`src/rtl/iter_shift_unit.sv`:
```
// Multi-cycle shift/rotate unit: one bit position per clock, valid/ready on both sides.
// Supports logical left/right, arithmetic right and rotate right, with carry and zero flags.
module iter_shift_unit #(
    parameter int WIDTH   = 8,
    parameter int SHAMT_W = 5
) (
    input  logic               clk,
    input  logic               rst_n,
    input  logic               in_valid,
    output logic               in_ready,
    input  logic [WIDTH-1:0]   in_data,
    input  logic [SHAMT_W-1:0] in_shamt,
    input  logic [1:0]         in_mode,
    output logic               out_valid,
    input  logic               out_ready,
    output logic [WIDTH-1:0]   out_data,
    output logic               out_carry,
    output logic               out_zero
);
    localparam int CW = $clog2(WIDTH + 1);

    typedef enum logic [1:0] {
        IDLE  = 2'd0,
        SHIFT = 2'd1,
        DONE  = 2'd2
    } state_t;

    state_t           state_reg;
    logic [WIDTH-1:0] data_reg;
    logic             carry_reg;
    logic [CW-1:0]    cnt_reg;
    logic [1:0]       mode_reg;
    logic             in_ready_reg;
    logic             out_valid_reg;

    logic [CW-1:0]    cnt_load;
    logic [WIDTH-1:0] step_data;
    logic             step_carry;

    // Rotation wraps modulo WIDTH; shifts saturate at WIDTH steps.
    always_comb begin
        cnt_load = '0;
        if (in_mode == 2'b11)
            cnt_load = CW'(32'(in_shamt) % 32'(WIDTH));
        else if (32'(in_shamt) >= 32'(WIDTH))
            cnt_load = CW'(WIDTH);
        else
            cnt_load = CW'(in_shamt);
    end

    always_comb begin
        step_data  = data_reg;
        step_carry = data_reg[0];
        case (mode_reg)
            2'b00: begin
                step_data  = {data_reg[WIDTH-2:0], 1'b0};
                step_carry = data_reg[WIDTH-1];
            end
            2'b01:   step_data = {1'b0, data_reg[WIDTH-1:1]};
            2'b10:   step_data = {data_reg[WIDTH-1], data_reg[WIDTH-1:1]};
            default: step_data = {data_reg[0], data_reg[WIDTH-1:1]};
        endcase
    end

    always_ff @(posedge clk) begin
        if (!rst_n) begin
            state_reg     <= IDLE;
            data_reg      <= '0;
            carry_reg     <= 1'b0;
            cnt_reg       <= '0;
            mode_reg      <= 2'b00;
            in_ready_reg  <= 1'b1;
            out_valid_reg <= 1'b0;
        end else begin
            case (state_reg)
                IDLE: begin
                    if (in_valid) begin
                        data_reg     <= in_data;
                        mode_reg     <= in_mode;
                        cnt_reg      <= cnt_load;
                        carry_reg    <= 1'b0;
                        state_reg    <= SHIFT;
                        in_ready_reg <= 1'b0;
                    end
                end
                SHIFT: begin
                    // The cnt==0 edge only moves to DONE, leaving data untouched.
                    if (cnt_reg != '0) begin
                        data_reg  <= step_data;
                        carry_reg <= step_carry;
                        cnt_reg   <= cnt_reg - CW'(1);
                    end else begin
                        state_reg     <= DONE;
                        out_valid_reg <= 1'b1;
                    end
                end
                DONE: begin
                    if (out_ready) begin
                        state_reg     <= IDLE;
                        out_valid_reg <= 1'b0;
                        in_ready_reg  <= 1'b1;
                    end
                end
                default: begin
                    state_reg     <= IDLE;
                    out_valid_reg <= 1'b0;
                    in_ready_reg  <= 1'b1;
                end
            endcase
        end
    end

    assign in_ready  = in_ready_reg;
    assign out_valid = out_valid_reg;
    assign out_data  = data_reg;
    assign out_carry = carry_reg;
    assign out_zero  = (data_reg == '0);

endmodule

```
`config.mk`:
```
export PLATFORM = sky130hd
export DESIGN_NAME = iter_shift_unit
export DESIGN_NICKNAME = d
export VERILOG_FILES = /design/src/rtl/iter_shift_unit.sv
export SDC_FILE = /design/constraint.sdc
export NUM_CORES = 1
export LEC_CHECK = 0
export ABC_AREA = 0
export BUFFER_PORTS_ARGS = -buffer_cell sky130_fd_sc_hd__clkbuf_2
export CAP_MARGIN = 10
export CORE_MARGIN = 5
export CORE_UTILIZATION = 40
export CTS_CLUSTER_SIZE = 10
export DETAILED_ROUTE_END_ITERATION = 16
export PLACE_DENSITY = 0.66
export SKIP_LAST_GASP = 1
export SLEW_MARGIN = 0
export SYNTH_ARGS = -nofsm -noshare
export SYNTH_HDL_FRONTEND = slang
export SYNTH_SLANG_ARGS = --single-unit
```
`constraint.sdc`:
```
create_clock -name clk -period 2.5 [get_ports clk]
set_input_delay 0.375 -clock clk [delete_from_list [all_inputs] [get_ports clk]]
set_output_delay 0.375 -clock clk [all_outputs]
set_load 0.01 [all_outputs]
```
==> impl_metrics.py <==
metrics = {
    "outcome": {
        "status": "complete, no violations",
    },
    "global_route": {
        "grt.met3_usage_pct": 3.06,
        "grt_max_degree": 17,
        "use_met1_pct": 19.8,
        "grt_pass1_wl_mm": 4.89,
        "grt_pass1_vias": 1017,
        "overflow": 0,
        "use_met2_pct": 24.1,
        "grt_usage_pct": 14.9,
        "antenna_found_initial": 0,
        "grt_busiest_layer": "met2",
    },
    "clock_network": {
        "cts.htree.levels": 1,
        "cts_tree": "yes",
        "clk_pin_slew_ns": 0.11,
        "clk_latency_ns": 0.30,
        "clock-sinks": 19,
        "post_cts_buffers": 0,
        "cts_buffers": 3,
        "ctsHoldBuffers": 0,
        "root_buffer": "clkbuf_4",
        "clockBufferDepth": 2,
        "cts_resized": 0,
    },
    "floorplan": {
        "core_sq_um": 2710,
        "io_pins": 31,
        "start_util_pct": 40.8,
        "dieHeight_um": 62.6,
        "die_w_um": 62.6,
        "dieArea_sq_um": 3910,
        "rows": 19,
    },
    "sta": {
        "setup-violations-final": 0,
        "final-hold-violation-count": 0,
        "fmax_ghz": 0.545,
        "fin_crit_ns": 1.83,
        "finalCritPeriodShare_pct": 73.4,
        "hold_slack_ns": 0.320,
        "tightest_slew_ns": 0.728,
        "drv_slew": 0,
        "slew_headroom_pct": 51.3,
        "fin_tns_setup_ns": 0,
        "finClkSkew_ns": 0.00764,
        "rsz0062_at_grt": "false",
    },
    "hold_path": {
        "min_path_cells": 3,
        "hold_end": "out_data[0]$_SDFFE_PN0P_",
        "hold_class": "in2reg",
        "hold_start": "in_data[0]",
    },
    "critical_path": {
        "crit_fanout": 5,
        "slowest_delay_ns": 0.53,
        "worstReg2RegEnd": "out_data[0]$_SDFFE_PN0P_",
        "critical-path-top-delay-family": "simple AND/OR/NAND/NOR gates",
        "r2r_start": "state_reg[0]$_SDFFE_PN0P_",
        "worstSetupStartpointType": "register",
        "worstPathCellList": "or4_1, nor2_1, clkbuf_2",
        "cp_slowest_cell": "or4_1",
        "arrival_ns": 1.46,
        "endpoint_kind": "primary output",
        "crit_required_ns": 2.12,
        "path_buf_inv": 1,
        "path_class": "reg2out",
        "worstRegToRegCells": 3,
        "ff2ff_setup_slack_ns": 0.72,
    },
    "routing": {
        "drt-initial-drc-count": 42,
        "via_per_inst": 5.88,
        "drc": 0,
        "ant_nets": 0,
        "dr_total_vias": 1064,
        "dr.pass1.iters": 4,
        "wirelength_mm": 2.86,
        "wl_per_cell_um": 15.8,
    },
    "power_and_ir_drop": {
        "seqPwrFrac_pct": 44.7,
        "intPower_w": 0.000600,
        "pwr_density_cell_nw_per_um2": 781,
        "p_clk_share_pct": 16.1,
        "p_comb_share_pct": 39.2,
        "ir_drop_v": 0.000371,
        "p_switching_w": 0.000387,
        "p_leak_nw": 0.525,
        "netSwitchingFraction_pct": 39.2,
    },
    "placed_design": {
        "placed_cell_area_sq_um": 1240,
        "gp_congestion": 0.784,
        "hpwl_mm": 2.10,
        "port_buffers": 30,
        "placed_cells": 177,
    },
    "synth": {
        "synthArstFlopShare_pct": 0,
        "syn_inst": 124,
        "ys_seq_elements": 19,
        "synth_cell_types": 42,
        "ys.flop_type": "dfxtp_1",
        "synth_edf_count": 0,
        "ys_warn_count": 0,
        "syn_nets": 144,
        "ys_seq_area_share_pct": 34.4,
        "syn_area_per_cell_sq_um": 8.91,
        "synth_area_sq_um": 1100,
    },
    "layout": {
        "largest_reg_flops": 8,
        "area_growth_pct": 14.5,
        "antennaDiodeCount": 0,
        "layout.nets": 171,
        "fillCellCount": 284,
        "stdcell_count": 181,
        "layout-drive-gt1-share_pct": 26.0,
        "fin_area_sq_um": 1260,
    },
    "run": {
        "maxCapViolations": 0,
    },
}
[cell families (layout without fill, tap and decap cells)]
group	after synthesis	in the layout	synth area share, %
buf+inv	13	39	6.68
flops	19	19	34.4
fa+ha+maj	1	1	1.13
mux	3	3	2.72
compound gates	45	45	32.1
simple gates	43	43	23.0
[worst reg2reg max path: cells and delay by family, from the launching register on]
family,cells,cell delay (ns)
AND/OR/NAND/NOR,2,0.81
flip-flops,1,0.61
AO/OA/AOI/OAI,1,0.29
[metal layers]
layer  up-vias  routed length [um]
li1        524                   -
met1       509                1330
met2        26                1390
met3         5                 117
met4         0                  20
met5         -                   0
[cell usage after synthesis, types with 2 or more instances]
cell	n	area (sq um)
a211oi_1	7	52.6
a21oi_1	2	10.0
a221oi_1	2	17.5
a311oi_1	3	26.3
buf_4	2	15.0
buf_6	2	22.5
clkbuf_1	2	7.51
dfxtp_1	19	380
inv_1	5	18.8
mux2i_1	3	30.0
nand2_1	10	37.5
nand2b_1	2	12.5
nand3b_1	2	15.0
nor2_1	14	52.6
nor3_1	2	10.0
o2111ai_1	2	17.5
o211a_1	2	20.0
o21a_1	10	75.1
o21ai_0	3	15.0
o32ai_1	7	61.3
or4_1	2	15.0
[cell type report]
cell class,instances,area [sq um],area share [%]
Clock buffer,4,26.3,2.08
Multi-Input combinational cell,92,651,51.4
Inverter,5,18.8,1.48
Sequential cell,19,380,30.1
Timing Repair Buffer,30,150,11.9
Tap cell,31,38.8,3.07
[placed cells by master, fill, tap and decap left out, types with 3 or more instances in the layout]
cell type	synthesis	layout
mux2i_1	3	3
nand2_1	10	10
o21ai_0	3	3
o32ai_1	7	7
o21a_1	10	10
inv_1	5	5
clkbuf_4	0	3
a211oi_1	7	7
a311oi_1	3	3
clkbuf_2	1	30
nor2_1	14	14
dfxtp_1	19	19
[power groups by stage]
stage                     clock [W]  sequential [W]  combinational, W
after floorplan                   0        0.000428          0.000296
after global placement            0        0.000444          0.000380
after detailed placement          0        0.000447          0.000387
after CTS                  0.000167        0.000441          0.000390
after global routing       0.000181        0.000454          0.000429
final                      0.000159        0.000441          0.000387
[worst max-delay path by stage]
stage | start | to | slack [ns] | cells past startpoint
2_1_floorplan | out_data[6]$_SDFFE_PN0P_ | out_zero | 1.08 | 2
3_3_place_gp | state_reg[0]$_SDFFE_PN0P_ | cnt_reg[1]$_SDFFE_PN0P_ | 0.80 | 3
3_5_place_dp | state_reg[0]$_SDFFE_PN0P_ | out_data[0]$_SDFFE_PN0P_ | 0.72 | 3
4_1_cts | out_data[6]$_SDFFE_PN0P_ | out_zero | 0.66 | 3
5_1_grt | state_reg[0]$_SDFFE_PN0P_ | out_data[0]$_SDFFE_PN0P_ | 0.53 | 3
6_report | out_data[6]$_SDFFE_PN0P_ | out_zero | 0.67 | 3
[metrics by stage]
step | total power, W | util [%] | setup WS [ns]
after global routing | 0.00106 | 46.7 | 0.532
after floorplan | 0.000724 | - | 1.08
after detailed placement | 0.000834 | 45.7 | 0.720
final | 0.000987 | 46.7 | 0.666
after global placement | 0.000824 | 45.7 | 0.801
after CTS | 0.000997 | 46.7 | 0.656
Power figures use the tool's default switching activity.
